File: config.mk
export PLATFORM = sky130hd
export DESIGN_NAME = bloom_filter_writer
export DESIGN_NICKNAME = d
export VERILOG_FILES = /design/src/rtl/bloom_filter_writer.sv
export SDC_FILE = /design/constraint.sdc
export NUM_CORES = 1
export LEC_CHECK = 0
export BUFFER_PORTS_ARGS = -buffer_cell sky130_fd_sc_hd__buf_2
export CAP_MARGIN = 25
export CORE_ASPECT_RATIO = 1.1
export CORE_MARGIN = 4
export CORE_UTILIZATION = 50
export DETAILED_ROUTE_END_ITERATION = 8
export PLACE_DENSITY = 0.71
export SETUP_SLACK_MARGIN = 0.05
export SYNTH_ARGS = -nofsm -noshare
export SYNTH_HDL_FRONTEND = slang
export SYNTH_SLANG_ARGS = --single-unit
export TNS_END_PERCENT = 20
File: constraint.sdc
create_clock -name clk_i -period 4.1 [get_ports clk_i]
set_clock_uncertainty 0.05 [all_clocks]
set_input_delay 0.205 -clock clk_i [delete_from_list [all_inputs] [get_ports clk_i]]
set_output_delay 0.205 -clock clk_i [all_outputs]
set_load 0.05 [all_outputs]
File: src/rtl/bloom_filter_writer.sv
// bloom_filter_writer: hashes 72-bit flow keys with the lookup-path mix and sets the matching bit
// in the 1-bit filter BRAM; also sweeps the whole filter to zero on a clear request.
module bloom_filter_writer #(
    parameter int ADDR_W = 3,
    parameter int CNT_W  = 16
) (
    input  logic              clk_i,
    input  logic              reset_i,
    input  logic              ins_valid_i,
    output logic              ins_ready_o,
    input  logic [71:0]       ins_key_i,
    input  logic              clr_valid_i,
    output logic              clr_ready_o,
    output logic              mem_req_o,
    input  logic              mem_gnt_i,
    output logic              mem_we_o,
    output logic [ADDR_W-1:0] mem_addr_o,
    output logic              mem_wdata_o,
    output logic              done_o,
    output logic              busy_o,
    output logic [CNT_W-1:0]  insert_count_o
);
    typedef enum logic [3:0] {IDLE, C1, C2, C3, C4, C5, C6, WRITE, CLEAR} state_t;
    state_t state_q;
    logic [31:0] a_q, b_q, c_q;
    logic [ADDR_W-1:0] addr_q;
    logic [CNT_W-1:0] cnt_q;
    logic [31:0] c1_d, a1_d, b1_d, a2_d, b2_d;
    logic [ADDR_W-1:0] h_d;
    assign c1_d = (c_q ^ b_q) - {b_q[17:0], b_q[31:18]};
    assign a1_d = (a_q ^ c_q) - {c_q[20:0], c_q[31:21]};
    assign b1_d = (b_q ^ a_q) - {a_q[6:0], a_q[31:7]};
    assign a2_d = (a_q ^ c_q) - {c_q[27:0], c_q[31:28]};
    assign b2_d = (b_q ^ a_q) - {a_q[17:0], a_q[31:18]};
    // Only the address bits of the final stage matter; low bits of a subtraction depend only on low bits.
    assign h_d  = (c_q[ADDR_W-1:0] ^ b_q[ADDR_W-1:0]) - b_q[ADDR_W+7:8];
    always_ff @(posedge clk_i or posedge reset_i) begin
        if (reset_i) begin
            state_q <= IDLE;
            a_q     <= '0;
            b_q     <= '0;
            c_q     <= '0;
            addr_q  <= '0;
            cnt_q   <= '0;
        end else begin
            case (state_q)
                IDLE: begin
                    if (clr_valid_i) begin
                        state_q <= CLEAR;
                        addr_q  <= '0;
                    end else if (ins_valid_i) begin
                        a_q     <= 32'hdeadbef8 + ins_key_i[71:40];
                        b_q     <= 32'hdeadbef1 + ins_key_i[39:8];
                        c_q     <= 32'hdeadbef8 + {24'b0, ins_key_i[7:0]};
                        state_q <= C1;
                    end
                end
                C1: begin
                    c_q     <= c1_d;
                    state_q <= C2;
                end
                C2: begin
                    a_q     <= a1_d;
                    state_q <= C3;
                end
                C3: begin
                    b_q     <= b1_d;
                    state_q <= C4;
                end
                C4: begin
                    a_q     <= a2_d;
                    state_q <= C5;
                end
                C5: begin
                    b_q     <= b2_d;
                    state_q <= C6;
                end
                C6: begin
                    addr_q  <= h_d;
                    state_q <= WRITE;
                end
                WRITE: begin
                    if (mem_gnt_i) begin
                        state_q <= IDLE;
                        cnt_q   <= (&cnt_q) ? cnt_q : cnt_q + 1'b1;
                    end
                end
                CLEAR: begin
                    if (mem_gnt_i) begin
                        addr_q <= addr_q + 1'b1;
                        if (&addr_q) begin
                            state_q <= IDLE;
                            cnt_q   <= '0;
                        end
                    end
                end
                default: state_q <= IDLE;
            endcase
        end
    end
    assign mem_req_o      = (state_q == WRITE) || (state_q == CLEAR);
    assign mem_we_o       = mem_req_o & mem_gnt_i;
    assign mem_wdata_o    = (state_q == WRITE);
    assign mem_addr_o     = addr_q;
    assign done_o         = mem_we_o & (mem_wdata_o | (&addr_q));
    assign busy_o         = (state_q != IDLE);
    assign clr_ready_o    = (state_q == IDLE);
    assign ins_ready_o    = clr_ready_o & ~clr_valid_i;
    assign insert_count_o = cnt_q;
endmodule
---- Word level (Yosys, flattened, before mapping) ----
Index checks and enable logic that the tools add are counted.
storage, ports and cells
  input port bits ......................... 77
  output and inout bits ................... 26
  word-level logic and storage cells ...... 81
  bits in registers ....................... 119
operators by class
  muxes and demuxes ....................... 23
  add/subtract/negate cells ............... 11
  eq/ne operators ......................... 16
  reduce and logical (&&, ||, !) cells .... 16
  bitwise logic cells ..................... 9
operator list
  cell                    count
  $mux 32                 6
  $pmux 32 s3             2
  $sub 32x32->32          5
  $xor 32x32->32          3
  $add 32x32->32 const A  2
  $mux 16                 4
  $pmux 32 s2             1
  $pmux 4 s9              1
  $add 31x9->32 const A   1
  $pmux 16 s2             1
  $mux 4                  5
  $add 16x1->16 const B   1
  $eq 4x3->1 const B      4
  $reduce_and 16->1       1
  $reduce_and 3->1        5
  $ne 2x2->1 const B      7
  $pmux 3 s3              1
  $reduce_bool 3->1       3
  $eq 4x2->1 const B      2
  $mux 3                  2
  $reduce_and 5->1        1
  $eq 4x1->1 const B      1
  $eq 4x4->1 const B      1
  $logic_not 4->1         1
  11 further kinds        14

---- Depth between registers and ports, before layout ----
  depth in word-level cells ............... 4
  depth in mapped cells ................... 16
  gate-level depth less buffers ........... 15

---- Least setup slack after synthesis ----
No wires, ideal clock.
  path type ............................... register to register
  from .................................... register state_q[1]
  to ...................................... register a_q[30]
  stages on the path, launching flop included .. 15
  period minus slack after synthesis ...... 4.162 ns
  data required time ...................... 3.912 ns
  buffers on the path ..................... 1
  slack ................................... -0.062 ns
  arrival time ............................ 3.974 ns
  setup time .............................. 0.138 ns
  cell sequence ........................... dfrtp_1 > nand2b_1 > nor3_1 > clkbuf_1 > mux2i_1 > fa_1 > a21o_1 > a211oi_1 > o21ai_0 > a221o_1 > a211oi_1 > o311ai_0 > a21oi_1 > xor2_1 > a21oi_1
between the ends
  longest elaborated chain between the ends .. 3
  elaborated cells between the ends (all ways) .. 8
  classes of those cells .................. eq/ne (4); mux (1); reduce/logical (3)
ends and longest elaborated chain
  item                                                              RTL line  text
  from (decl)                                                       24        state_t state_q;
  from (signal assigned)                                            39        state_q <= IDLE;
  from (signal assigned)                                            49        state_q <= CLEAR;
  from (signal assigned)                                            55        state_q <= C1;
  $eq 4x3->1, or another cell as far along                          46        case (state_q)
  $reduce_bool 3->1 (no source line) or $ne 2x2->1 (tied branches)  -
  $reduce_and 3->1 (no source line)                                 -
  to (signal assigned)                                              52        a_q <= 32'hdeadbef8 + ins_key_i[71:40];
  to (decl)                                                         25        logic [31:0] a_q, b_q, c_q;
Parallel ways exist; a longest one is shown, timed or not.
A chain may end at the register's enable or synchronous reset.

---- Final worst setup path ----
  from .................................... register state_q[0]
  to ...................................... register b_q[31]
between the ends
  longest elaborated chain between the ends .. 3
  elaborated cells between the ends (all ways) .. 8
  classes of those cells .................. eq/ne (4); mux (1); reduce/logical (3)
ends and longest elaborated chain
  item                                                              RTL line  text
  $eq 4x3->1, or another cell as far along                          46
  $reduce_bool 3->1 (no source line) or $ne 2x2->1 (tied branches)  -
  $reduce_and 3->1 (no source line)                                 -
  to (signal assigned)                                              53        b_q <= 32'hdeadbef1 + ins_key_i[39:8];
  to (decl)                                                         25
Parallel ways exist; a longest one is shown, timed or not.

==> insert_results.sql <==
INSERT INTO impl_metrics (metric_group, metric, value, unit) VALUES
('outcome', 'outcome', 'finished clean', ''),
('layout', 'num_antenna_cells', '0', ''),
('cts', 'worst_skew_pair.late_latency', '440', 'ps'),
('timing', 'fin_tns_setup', '0', 'ps'),
('timing', 'timing_hold_violations_final', '0', ''),
('timing', 'maxClockFrequency', '0.2552', 'GHz'),
('critical_path', 'critPathKind', 'reg2reg', ''),
('logic_synthesis', 'postSynthNetCount', '1800', ''),
('hold_path', 'holdCritStartpoint', 'ins_key_i[1]', ''),
('logic_synthesis', 'synthTopCellsByArea', 'dfrtp_1, xor2_1, ha_1', ''),
('global_routing', 'grt_pass1_wl', '71.08', 'mm'),
('layout', 'final_net_count', '1926', ''),
('route', 'remaining_drc_errors', '0', ''),
('logic_synthesis', 'ys_types', '74', ''),
('critical_path', 'cp-end-kind', 'register', ''),
('logic_synthesis', 'number_of_flops_mapped_to_enable_cells_by_yosys', '0', ''),
('global_routing', 'grt_max_degree', '72', ''),
('route', 'wl_final', '45.85', 'mm'),
('cts', 'cts_sinks', '119', ''),
('timing', 'worst_slack', '181.4', 'ps'),
('route', 'drtIter0Drc', '1362', ''),
('global_routing', 'grt_pass1_vias', '12270', ''),
('hold_path', 'min_to', 'c_q[1]$_DFFE_PP0P_', ''),
('logic_synthesis', 'synth_flop_cell', 'dfrtp_1', ''),
('hold_path', 'min_path_cells', '3', ''),
('logic_synthesis', 'yosys_register_bits', '119', ''),
('timing', 'slew_headroom', '0.3992', ''),
('run', 'maxCapViolations', '0', ''),
('hold_path', 'worst_hold_path_type', 'in2reg', ''),
('timing', 'layout_min_cycle_time', '3919', 'ps'),
('logic_synthesis', 'yosys_warnings', '0', ''),
('critical_path', 'setup.worst_path.start_class', 'register', ''),
('floorplan', 'floorplan.io_pins', '103', ''),
('critical_path', 'cp_data_required_time', '4370', 'ps'),
('logic_synthesis', 'avgSynthCellArea', '7.982', 'um^2'),
('critical_path', 'regToRegSetupSlack', '180', 'ps'),
('route', 'drt_first_pass_iters', '5', ''),
('logic_synthesis', 'synth_sequential_area_ratio', '0.2304', ''),
('cts', 'clock_tree.htree_level_count', '4', ''),
('timing', 'worst_slew_pin_slew', '900.2', 'ps'),
('cts', 'cts_tree', 'built', ''),
('timing', 'timing.final.setup_violations', '0', ''),
('place', 'hpwlAfterDp', '35.74', 'mm'),
('logic_synthesis', 'synth.top_cell.area_share', '0.2304', ''),
('critical_path', 'timing.reg2reg.worst_path_depth', '14', ''),
('logic_synthesis', 'post_synth_inst_count', '1619', ''),
('cts', 'cts_buffers', '17', ''),
('route', 'dr_total_vias', '13110', ''),
('floorplan', 'core-area', '25340', 'um^2'),
('global_routing', 'globalRouteOverflowTotal', '0', ''),
('critical_path', 'regToRegStartpoint', 'state_q[0]$_DFFE_PP0P_', ''),
('cts', 'clock_tree.buffer_depth', '2', ''),
('layout', 'final_layout_size_suffix_gt1_frac', '0.1399', ''),
('logic_synthesis', 'netlist_area_before_placement', '12920', 'um^2'),
('cts', 'clk_root_buffer_cell', 'clkbuf_16', ''),
('global_routing', 'initial_antenna_violation_count', '0', ''),
('route', 'drtAntennaViolNets', '0', ''),
('timing', 'grt_setup_unrepaired', 'true', ''),
('route', 'avgViaCountPerCell', '6.232', ''),
('floorplan', 'initial_core_util', '0.5100', ''),
('cts', 'reg_clk_slew_reported_paths', '60', 'ps'),
('floorplan', 'floorplan.die_area', '28480', 'um^2'),
('layout', 'areaGrowthSynthToFinish', '14.89', '%'),
('logic_synthesis', 'synth_top_area_cell', 'dfrtp_1', ''),
('timing', 'timing.final.crit_share', '0.9558', ''),
('logic_synthesis', 'asyncSetResetFlopFracSynth', '1.000', ''),
('floorplan', 'placement_rows', '61', ''),
('global_routing', 'gr-usage-all-layers', '0.3208', ''),
('critical_path', 'path_max_fanout', '20', ''),
('floorplan', 'die_x', '161.3', 'um'),
('timing', 'slew_violations', '0', ''),
('route', 'wl_per_cell', '21.79', 'um'),
('place', 'placement.io_buffers', '102', ''),
('place', 'place_ws', '-35.85', 'ps'),
('floorplan', 'die_height', '176.6', 'um'),
('place', 'finalWeightedCongestion', '1.072', ''),
('critical_path', 'worst_r2r_endpoint', 'b_q[31]$_DFFE_PP0P_', ''),
('critical_path', 'worst_endpoint_data_arrival_time', '4190', 'ps');
## cell type report
class,instances,area [um^2]
clock buffers,19,452.9
inverters,77,291.5
clock inverters,13,145.1
well taps,346,432.9
repair buffers,165,1023
flip-flops and latches,119,2978
fillers,2351,10490
multi-input cells,1365,9523
## Yosys cell counts (all sizes together) (4+ instances only)
cell type and instances:
o21a 12, o21ai 130, mux2i 71, and3 11, nor4 7, or4 4, nor2b 19, o31ai 12
or2 9, a21o 43, xnor2 88, nor3b 4, a2111oi 7, and2 5, dfrtp 119, o21bai 17
nor3 32, or3 16, nor2 146, ha 100, a211o 6, fa 4, xor2 144, nand2 127
nand2b 17, a211oi 26, mux2 6, inv 77, a21oi 141, clkbuf 57, a221oi 5, o211ai 33
nand3 36, o22ai 4, o31a 4, nand4 15, a31oi 21, o311ai 5
## cell families (layout without fill, tap and decap cells)
group | count (synthesis) | after routing | synth area share
compound gates | 493 | 493 | 0.2425
mux | 77 | 77 | 0.06022
fa+ha+maj | 104 | 104 | 0.1030
buf+inv | 135 | 274 | 0.03921
simple gates | 459 | 459 | 0.1673
flops | 119 | 119 | 0.2304
xor+xnor | 232 | 232 | 0.1572
## metal layers
layer / share of wire / up-vias / routed length (um) / track usage
met1: 0.42 / 6187 / 19460 / 0.4371
met3: 0.091 / 161 / 4182 / 0.06219
met5: 0 / - / 0 / 0
met4: 0.056 / 0 / 2565 / 0.1568
li1: - / 6085 / - / -
met2: 0.43 / 680 / 19640 / 0.4901
## flip-flops by register name, summed over array words and instances, names as in the netlist
name	cells
mem_addr_o	3
insert_count_o	16
c_q	32
b_q	32
a_q	32
state_q	4
## per-stage QoR
stage	hold WS, ps	utilization	instance area [um^2]	instances
after floorplan	294.9	-	12920	1619
after global placement	422.5	0.5573	14120	2068
after detailed placement	430.2	0.5573	14120	2068
after CTS	7.510	0.5819	14750	2102
after global routing	22.57	0.5859	14850	2104
final	4.006	0.5859	14850	2104
## worst max-delay path, stage by stage, from the launching register on
cell	delay (ps)
dfrtp_1	390
buf_4	210
nand2b_1	130
nor2_4	160
buf_6	210
buf_4	340
mux2i_1	260
ha_1	300
a21oi_1	180
o21ai_0	160
a221oi_1	350
o21ai_0	140
a21oi_1	380
o31ai_2	160
o311ai_0	360
## placed cells by master, fill, tap and decap left out, drive strengths merged, types with 5 or more instances in the layout
master	instances
buf	163
nor2	146
xor2	144
a21oi	141
o21ai	130
nand2	127
dfrtp	119
ha	100
xnor2	88
inv	81
mux2i	71
a21o	43
nand3	36
o211ai	33
nor3	32
a211oi	26
a31oi	21
nor2b	19
clkbuf	19
nand2b	17
o21bai	17
or3	16
nand4	15
o31ai	12
o21a	12
and3	11
or2	9
nor4	7
a2111oi	7
mux2	6
a211o	6
o311ai	5
and2	5
a221oi	5
## what timing repair did
action,CTS,global route
buffers inserted,0,1
hold buffers,2,0
pin swaps,0,1
endpoints found under the hold margin,67,0
cloned,0,0
resized for setup,2,18
endpoints found under the setup margin,3,20
## how the worst max path moves through the flow
stage	start	end	slack, ps	depth (start not counted)
2_1_floorplan	state_q[0]$_DFFE_PP0P_	b_q[26]$_DFFE_PP0P_	120	15
3_3_place_gp	state_q[1]$_DFFE_PP0P_	a_q[18]$_DFFE_PP0P_	40	14
3_5_place_dp	state_q[1]$_DFFE_PP0P_	a_q[18]$_DFFE_PP0P_	-40	14
4_1_cts	state_q[1]$_DFFE_PP0P_	a_q[18]$_DFFE_PP0P_	60	14
5_1_grt	state_q[0]$_DFFE_PP0P_	b_q[26]$_DFFE_PP0P_	-9	16
6_report	state_q[0]$_DFFE_PP0P_	b_q[31]$_DFFE_PP0P_	180	14
Power is not shown: default switching activity piles up to over one toggle a cycle in this logic, so the estimate is an artifact.
